--- src/rtl/turnstile_passage_responder.sv ---
// Turnstile passage responder.
// Accepts an enter/exit grant from the gate controller, confirms one physical
// passage through the debounced rotation sensor, tracks room occupancy and
// shows it on a 7-segment digit. A completion or timeout is returned as a
// one-cycle pulse.
// Ports:
//   CLK, RST            clock (rising edge), asynchronous active-high reset
//   ENTER_REQ/EXIT_REQ  granted direction, level
//   KEY                 raw rotation sensor, active-low, asynchronous
//   PASS_DONE/TIMEOUT   one-cycle result pulses
//   PASS_DIR            direction of last accepted grant (1 = enter)
//   BUSY                passage in progress (armed or rotating)
//   OCC / HEX0          occupancy and its active-low 7-seg image (a..g = [6:0])
//   LEDG / LEDR         holding after passage / fault
module turnstile_passage_responder #(
    parameter int unsigned DEBOUNCE_CYCLES = 16,
    parameter int unsigned TIMEOUT_CYCLES  = 64,
    parameter int unsigned MAX_OCC         = 9
) (
    input  logic       CLK,
    input  logic       RST,
    input  logic       ENTER_REQ,
    input  logic       EXIT_REQ,
    input  logic       KEY,
    output logic       PASS_DONE,
    output logic       PASS_DIR,
    output logic       TIMEOUT,
    output logic       BUSY,
    output logic [3:0] OCC,
    output logic [6:0] HEX0,
    output logic       LEDG,
    output logic       LEDR
);

    localparam int unsigned DB_W  = $clog2(DEBOUNCE_CYCLES + 1);
    localparam int unsigned TM_W  = $clog2(TIMEOUT_CYCLES + 1);
    localparam int unsigned OCC_W = 4;

    localparam logic [2:0] S_IDLE     = 3'd0;
    localparam logic [2:0] S_ARMED    = 3'd1;
    localparam logic [2:0] S_ROTATING = 3'd2;
    localparam logic [2:0] S_HOLD     = 3'd3;
    localparam logic [2:0] S_FAULT    = 3'd4;

    logic             sync1_q, sync2_q;
    logic             db_q, db_d;
    logic [DB_W-1:0]  dbc_q, dbc_d;
    logic [2:0]       state_q, state_d;
    logic [TM_W-1:0]  tmr_q, tmr_d;
    logic [OCC_W-1:0] occ_q, occ_d;
    logic             dir_q, dir_d;
    logic             done_q, done_d;
    logic             tmo_q, tmo_d;
    logic             busy_q, busy_d;
    logic             ledg_q, ledg_d;
    logic             ledr_q, ledr_d;
    logic [6:0]       hex_q, hex_d;

    logic press_c, release_c, tmr_exp_c, granted_c;

    // Active-low 7-seg pattern, segment a in bit 6.
    function automatic logic [6:0] seg_of(input logic [OCC_W-1:0] v);
        case (v)
            4'd0:    seg_of = 7'b0000001;
            4'd1:    seg_of = 7'b1001111;
            4'd2:    seg_of = 7'b0010010;
            4'd3:    seg_of = 7'b0000110;
            4'd4:    seg_of = 7'b1001100;
            4'd5:    seg_of = 7'b0100100;
            4'd6:    seg_of = 7'b0100000;
            4'd7:    seg_of = 7'b0001111;
            4'd8:    seg_of = 7'b0000000;
            4'd9:    seg_of = 7'b0000100;
            default: seg_of = 7'b1111111;
        endcase
    endfunction

    // Sensor synchronizer.
    always_ff @(posedge CLK or posedge RST) begin
        if (RST) begin
            sync1_q <= 1'b1;
            sync2_q <= 1'b1;
        end else begin
            sync1_q <= KEY;
            sync2_q <= sync1_q;
        end
    end

    // Debouncer: level flips after DEBOUNCE_CYCLES consecutive differing samples.
    always_comb begin
        db_d  = db_q;
        dbc_d = dbc_q;
        if (sync2_q == db_q) begin
            dbc_d = '0;
        end else if (dbc_q == DB_W'(DEBOUNCE_CYCLES - 1)) begin
            db_d  = sync2_q;
            dbc_d = '0;
        end else begin
            dbc_d = dbc_q + DB_W'(1);
        end
    end

    // Edges are taken from the debounced level as it changes.
    assign press_c   = db_q & ~db_d;
    assign release_c = ~db_q & db_d;
    assign tmr_exp_c = (tmr_q == TM_W'(TIMEOUT_CYCLES - 1));
    assign granted_c = dir_q ? ENTER_REQ : EXIT_REQ;

    // Passage FSM next-state and registered outputs.
    always_comb begin
        state_d = state_q;
        tmr_d   = tmr_q;
        occ_d   = occ_q;
        dir_d   = dir_q;
        done_d  = 1'b0;
        tmo_d   = 1'b0;

        case (state_q)
            S_IDLE: begin
                if (ENTER_REQ && EXIT_REQ) begin
                    state_d = S_FAULT;
                end else if (ENTER_REQ) begin
                    if (occ_q < OCC_W'(MAX_OCC)) begin
                        state_d = S_ARMED;
                        dir_d   = 1'b1;
                        tmr_d   = '0;
                    end else begin
                        state_d = S_FAULT;
                    end
                end else if (EXIT_REQ) begin
                    if (occ_q != '0) begin
                        state_d = S_ARMED;
                        dir_d   = 1'b0;
                        tmr_d   = '0;
                    end else begin
                        state_d = S_FAULT;
                    end
                end
            end
            S_ARMED: begin
                tmr_d = tmr_q + TM_W'(1);
                if (tmr_exp_c) begin
                    state_d = S_FAULT;
                    tmo_d   = 1'b1;
                end else if (!granted_c) begin
                    state_d = S_IDLE;
                end else if (press_c) begin
                    state_d = S_ROTATING;
                end
            end
            S_ROTATING: begin
                tmr_d = tmr_q + TM_W'(1);
                if (tmr_exp_c) begin
                    state_d = S_FAULT;
                    tmo_d   = 1'b1;
                end else if (release_c) begin
                    state_d = S_HOLD;
                    done_d  = 1'b1;
                    occ_d   = dir_q ? occ_q + OCC_W'(1) : occ_q - OCC_W'(1);
                end
            end
            S_HOLD, S_FAULT: begin
                if (!ENTER_REQ && !EXIT_REQ) begin
                    state_d = S_IDLE;
                end
            end
            default: state_d = S_IDLE;
        endcase

        busy_d = (state_d == S_ARMED) || (state_d == S_ROTATING);
        ledg_d = (state_d == S_HOLD);
        ledr_d = (state_d == S_FAULT);
        hex_d  = seg_of(occ_q);
    end

    always_ff @(posedge CLK or posedge RST) begin
        if (RST) begin
            db_q    <= 1'b1;
            dbc_q   <= '0;
            state_q <= S_IDLE;
            tmr_q   <= '0;
            occ_q   <= '0;
            dir_q   <= 1'b0;
            done_q  <= 1'b0;
            tmo_q   <= 1'b0;
            busy_q  <= 1'b0;
            ledg_q  <= 1'b0;
            ledr_q  <= 1'b0;
            hex_q   <= 7'b0000001;
        end else begin
            db_q    <= db_d;
            dbc_q   <= dbc_d;
            state_q <= state_d;
            tmr_q   <= tmr_d;
            occ_q   <= occ_d;
            dir_q   <= dir_d;
            done_q  <= done_d;
            tmo_q   <= tmo_d;
            busy_q  <= busy_d;
            ledg_q  <= ledg_d;
            ledr_q  <= ledr_d;
            hex_q   <= hex_d;
        end
    end

    assign PASS_DONE = done_q;
    assign PASS_DIR  = dir_q;
    assign TIMEOUT   = tmo_q;
    assign BUSY      = busy_q;
    assign OCC       = occ_q;
    assign HEX0      = hex_q;
    assign LEDG      = ledg_q;
    assign LEDR      = ledr_q;

endmodule

--- config.mk ---
export PLATFORM = sky130hd
export DESIGN_NAME = turnstile_passage_responder
export DESIGN_NICKNAME = d
export VERILOG_FILES = /design/src/rtl/turnstile_passage_responder.sv
export SDC_FILE = /design/constraint.sdc
export NUM_CORES = 1
export LEC_CHECK = 0
export ABC_AREA = 1
export BUFFER_PORTS_ARGS = -buffer_cell sky130_fd_sc_hd__buf_4
export CAP_MARGIN = 25
export CORE_AREA = 4 4 62 78
export DETAILED_ROUTE_END_ITERATION = 16
export DIE_AREA = 0 0 66 82
export GPL_TIMING_DRIVEN = 1
export PLACE_DENSITY = 0.68
export SLEW_MARGIN = 10
export SYNTH_ARGS = -nofsm -noshare
export SYNTH_HDL_FRONTEND = slang
export SYNTH_SLANG_ARGS = --single-unit
--- constraint.sdc ---
create_clock -name CLK -period 2.1 [get_ports CLK]
set_input_delay 0 -clock CLK [delete_from_list [all_inputs] [get_ports CLK]]
set_output_delay 0 -clock CLK [all_outputs]
set_load 0.01 [all_outputs]
* Word level (Yosys, flattened, before mapping)
Memory sizes are Yosys's and may differ from the RTL's. A register that Yosys moved wholly into a read port is not among the register bits.
Cells that the tools add are included.
** Operators by class
- Bitwise gates (word level) :: 6
- Mux-type cells :: 33
- Add/subtract/negate cells :: 4
- Magnitude comparators :: 1
- Eq/ne operators :: 16
- Reductions and logical operators :: 15
** Operators by type and width (number)
- $mux W7 :: 5
- $mux W3 :: 11
- $pmux W7 S2 :: 1
- $eq A3 B2 Y1 const B :: 4
- $mux W1 :: 12
- $pmux W3 S4 :: 1
- $mux W5 :: 2
- $reduce_and A5 Y1 :: 2
- $ne A3 B3 Y1 const B :: 3
- $add A7 B1 Y7 const B :: 1
- $eq A7 B6 Y1 const B :: 1
- $eq A3 B1 Y1 const B :: 2
- $eq A3 B3 Y1 const B :: 2
- $reduce_bool A2 Y1 :: 3
- $add A5 B1 Y5 const B :: 1
- $eq A5 B4 Y1 const B :: 1
- $add A4 B1 Y4 const B :: 1
- $lt A4 B4 Y1 const B :: 1
- $mux W4 :: 1
- $not A1 Y1 :: 4
- $reduce_bool A4 Y1 :: 1
- $reduce_or A2 Y1 :: 2
- $sub A4 B1 Y4 const B :: 1
- $logic_not A3 Y1 :: 1
- other kinds (8) :: 11
** Word-level totals
- Word-level logic and storage cells :: 89
- Output and inout port bits :: 17
- Memories :: 1
- ROM bits :: 112
- Flip-flop bits (word level) :: 28
** Memory list
- (no name shown) :: words 16, width 7, rd ports 1, clocked after Yosys merged registers in 1, write ports 0, line 63 : case (v)

* Depth between registers and ports, before layout
- Depth after elaboration :: 11
- Mapped depth :: 10
- Mapped depth without buffers :: 10

* Worst setup path after synthesis
Ideal clock, no wire load.
- Path kind :: flip-flop to flip-flop
- From :: register dir_q (netlist: PASS_DIR)
- To :: register occ_q[3] (netlist: OCC[3])
- Clock period less this slack :: 1.554 ns
- Required time :: 1.977 ns
- Cell stages (with the launch flop) :: 9
- Setup slack :: 0.546 ns
- Library setup time :: 0.123 ns
- Arrival time :: 1.431 ns
- Path buffers :: 0
- Cells stage by stage :: dfrtp_1 -> inv_1 -> ha_1 -> nand2_1 -> nor2_1 -> nor2_1 -> xor2_1 -> o21ai_0 -> nand2_1
** On the way
- Cells in the longest elaborated chain, start to end :: 1
** Ends and longest elaborated chain
- start, declared :: line 51 : logic dir_q, dir_d;
- start signal, assigned :: line 196 : dir_q <= dir_d;
- $mux W4 :: line 159 : occ_d = dir_q ? occ_q + OCC_W'(1) : occ_q - OCC_W'(1);
- end signal, assigned :: line 182 : occ_q <= '0;
- end signal, assigned :: line 195 : occ_q <= occ_d;
- end, declared :: line 50 : logic [OCC_W-1:0] occ_q, occ_d;
Every way passes these cells.
A chain may end at the register's enable or synchronous reset.

* Worst setup path after layout
Same ends and word-level chain as after synthesis.

==> qor.csv <==
metric;value;unit
Iteration-0 DRC Markers;32;
clock skew;0.00498;ns
maximum clock rate;603;MHz
worst hold slack;0.0779;ns
Fin. Hold Viols;0;
number of global-route vias before repair;1400;
vias per cell;4.70;
wire length per cell;11.8;um
clock latency on the worst-skew pair;0.28;ns
Die W;66;um
Synth top area share;43.4;%
fin crit share;79.0;%
GRT Total Usage;15.9;%
antenna violations before repair;0;
die area;5410;sq um
Std-Cell Rows;26;
layout cell share with drive strength beyond 1;17.2;%
Yosys warning total;0;
core area;4070;sq um
R2R Setup Slk;0.44;ns
cts repair resizes;0;
Slew headroom;63.9;%
sequential area share after synthesis;49.2;%
Pre-antenna DRT Iters;4;
Critical Path Fanout Max;6;
FILL cells;376;
final critical-path setup slack;0.441;ns
RSZ-0062 raised after global routing;false;
Top Ports;22;
Leak;1.16;nW
critical path endpoint;OCC[3];
Die H;82;um
clock-pin slew on the worst setup and hold paths;0.07;ns
Setup violations, final;0;
total grt overflow;0;
FF-to-FF End;OCC[3];
Logic pwr share;23.6;%
P_int;1.12;mW
clock tree buffer depth;2;
Syn Area/Cell;8.36;sq um
Peak VDD IR;0.391;mV
worst r2r src;PASS_DIR;
switch share;32.6;%
Sw Pwr;0.542;mW
total CTS buffers;5;
Synth Flop Type;dfrtp_1;
Post-Syn Area;1790;sq um
post-route ant nets;0;
Flop pwr share;48.3;%
# diodes;0;
pre-CTS setup slack;0.459;ns
RD Place Congestion;0.806;
area grow syn2layout;18.5;%
Post-CTS Setup Bufs;0;
initial core utilization;44.0;%
Tmin final;1.66;ns
H-tree depth;2;
Crit Path Class;flip-flop to flip-flop;
DP Area;2020;sq um
DRC Markers;0;
setup TNS;0;ns
Min-Delay Path Class;input pin to flip-flop;
max_cap viols;0;
worst path arrival time;1.83;ns
IO buf count;21;
biggest area consumer among synthesized cells;dfrtp_1;
synth top area cells;dfrtp_1 43%, nand2_1 13%, ha_1 6.3%, dfstp_2 5.9%, inv_1 5.9%;
clock root buffer;clkbuf_8;
CTS tree;built;
# hold bufs at CTS;2;
synth unique cells;22;
Slew Viols, Final;0;
fraction of registers with async set or reset after synthesis;100;%
post-DP HPWL;2690;um
clock share of power;28.1;%
final instance area;2120;sq um
final wirelength;3550;um
global-route wire length before repair;6430;um
clk sinks;35;
syn nets;229;
Layout Nets;259;
reg2reg path depth;8;
worst slew pin tran;0.535;ns
largest net degree at the start of global routing;36;
post-synthesis cell count;214;
Power Density;784;nW/um^2
status;finished clean;
crit end category;flip-flop;
Critical Path Source Type;flip-flop;
Critical Path RT;2.27;ns
register bit total from synthesis;35;
CP startpoint;PASS_DIR;
number of synthesized flops with an enable pin;0;
routed vias;1410;
-- power groups by stage --
stage / Clock (mW) / Sequential (mW) / Combinational, mW
after floorplan: 0 / 0.815 / 0.270
after global placement: 0 / 0.814 / 0.389
after detailed placement: 0 / 0.814 / 0.396
after CTS: 0.486 / 0.802 / 0.401
after global routing: 0.515 / 0.813 / 0.464
final: 0.467 / 0.803 / 0.393
-- worst min-delay path by stage --
stage               cells after the start  endpoint      start  slack (ns)
floorplan                               0   sync1_q        KEY       0.004
CTS                                     3  PASS_DIR  ENTER_REQ        0.06
global placement                        1   sync1_q        KEY        0.11
detailed placement                      1   sync1_q        KEY        0.11
global route                            3  PASS_DIR  ENTER_REQ        0.07
finish                                  3  PASS_DIR  ENTER_REQ        0.08
-- cell usage in the layout, fill, tap and decap left out --
cell type and n:
a21oi_1 2, and2_1 1, buf_4 22, clkbuf_8 5, clkinv_2 1, clkinv_4 1
dfrtp_1 31, dfstp_2 4, dlygate4sd3_1 2, fa_1 1, ha_1 9, inv_1 28
inv_2 1, nand2_1 64, nand2_2 2, nand2_4 1, nand3_1 13, nand3_4 1
nand4_1 4, nor2_1 19, nor2_2 3, nor2_4 1, nor3_1 2, o21ai_0 18
xnor2_1 2, xor2_1 6
-- cell families after synthesis --
group	synth area share, %
AOI/OAI and AO/OA	5.59
xor gates and xnor gates	3.92
adders and majority gates	7.41
buffers and inverters	6.50
DFF	49.2
and+or+nand+nor	27.3
-- per-stage QoR --
| stage | util [%] | instances | power [mW] |
|---|---|---|---|
| after floorplan | - | 214 | 1.08 |
| after global placement | 49.6 | 291 | 1.20 |
| after detailed placement | 49.6 | 291 | 1.21 |
| after CTS | 52.1 | 300 | 1.69 |
| after global routing | 52.1 | 300 | 1.79 |
| final | 52.1 | 300 | 1.66 |
-- per-layer routing --
metal  vias up  track usage [%]  share of wire (%)
li1        722                -                  -
met1       659             17.2                 41
met2        19             28.5                 53
met3        10             3.97                2.4
met4         0             8.33                2.9
met5         -                0                  0
-- Yosys cell counts, types with 2 or more instances --
library cell	n
a21oi_1	2
inv_1	28
dfstp_2	4
nor3_1	2
nand2_1	64
o21ai_0	18
nand4_1	4
nor2_2	3
xnor2_1	2
nand3_1	13
ha_1	9
xor2_1	6
nand2_2	2
nor2_1	19
dfrtp_1	31
-- worst max-delay path, stage by stage (launching register included) --
cell     delay, ns
dfrtp_1       0.43
inv_1         0.17
ha_1          0.36
nand2_1       0.06
nor2_1        0.11
nor2_1        0.07
xor2_1        0.13
o21ai_0       0.14
nand2_1       0.07
-- flip-flops by register name, summed over array words and instances, names as in the netlist --
| register | cells |
|---|---|
| HEX0 | 7 |
| tmr_q | 7 |
| dbc_q | 5 |
| OCC | 4 |
| state_q | 3 |
| BUSY | 1 |
| LEDG | 1 |
| LEDR | 1 |
| PASS_DIR | 1 |
| PASS_DONE | 1 |
| TIMEOUT | 1 |
| db_q | 1 |
| sync1_q | 1 |
| sync2_q | 1 |
-- area by class of cell --
cell class              count  area (sq um)  area share (%)
flip-flops and latches     35           881            41.6
multi-input cells         149           792            37.4
repair buffers             24           185            8.74
inverters                  29           109            5.14
well taps                  56          70.1            3.31
clock buffers               5          68.8            3.25
clock inverters             2          13.8           0.649
Note: power is estimated with default switching activity, not from simulation.
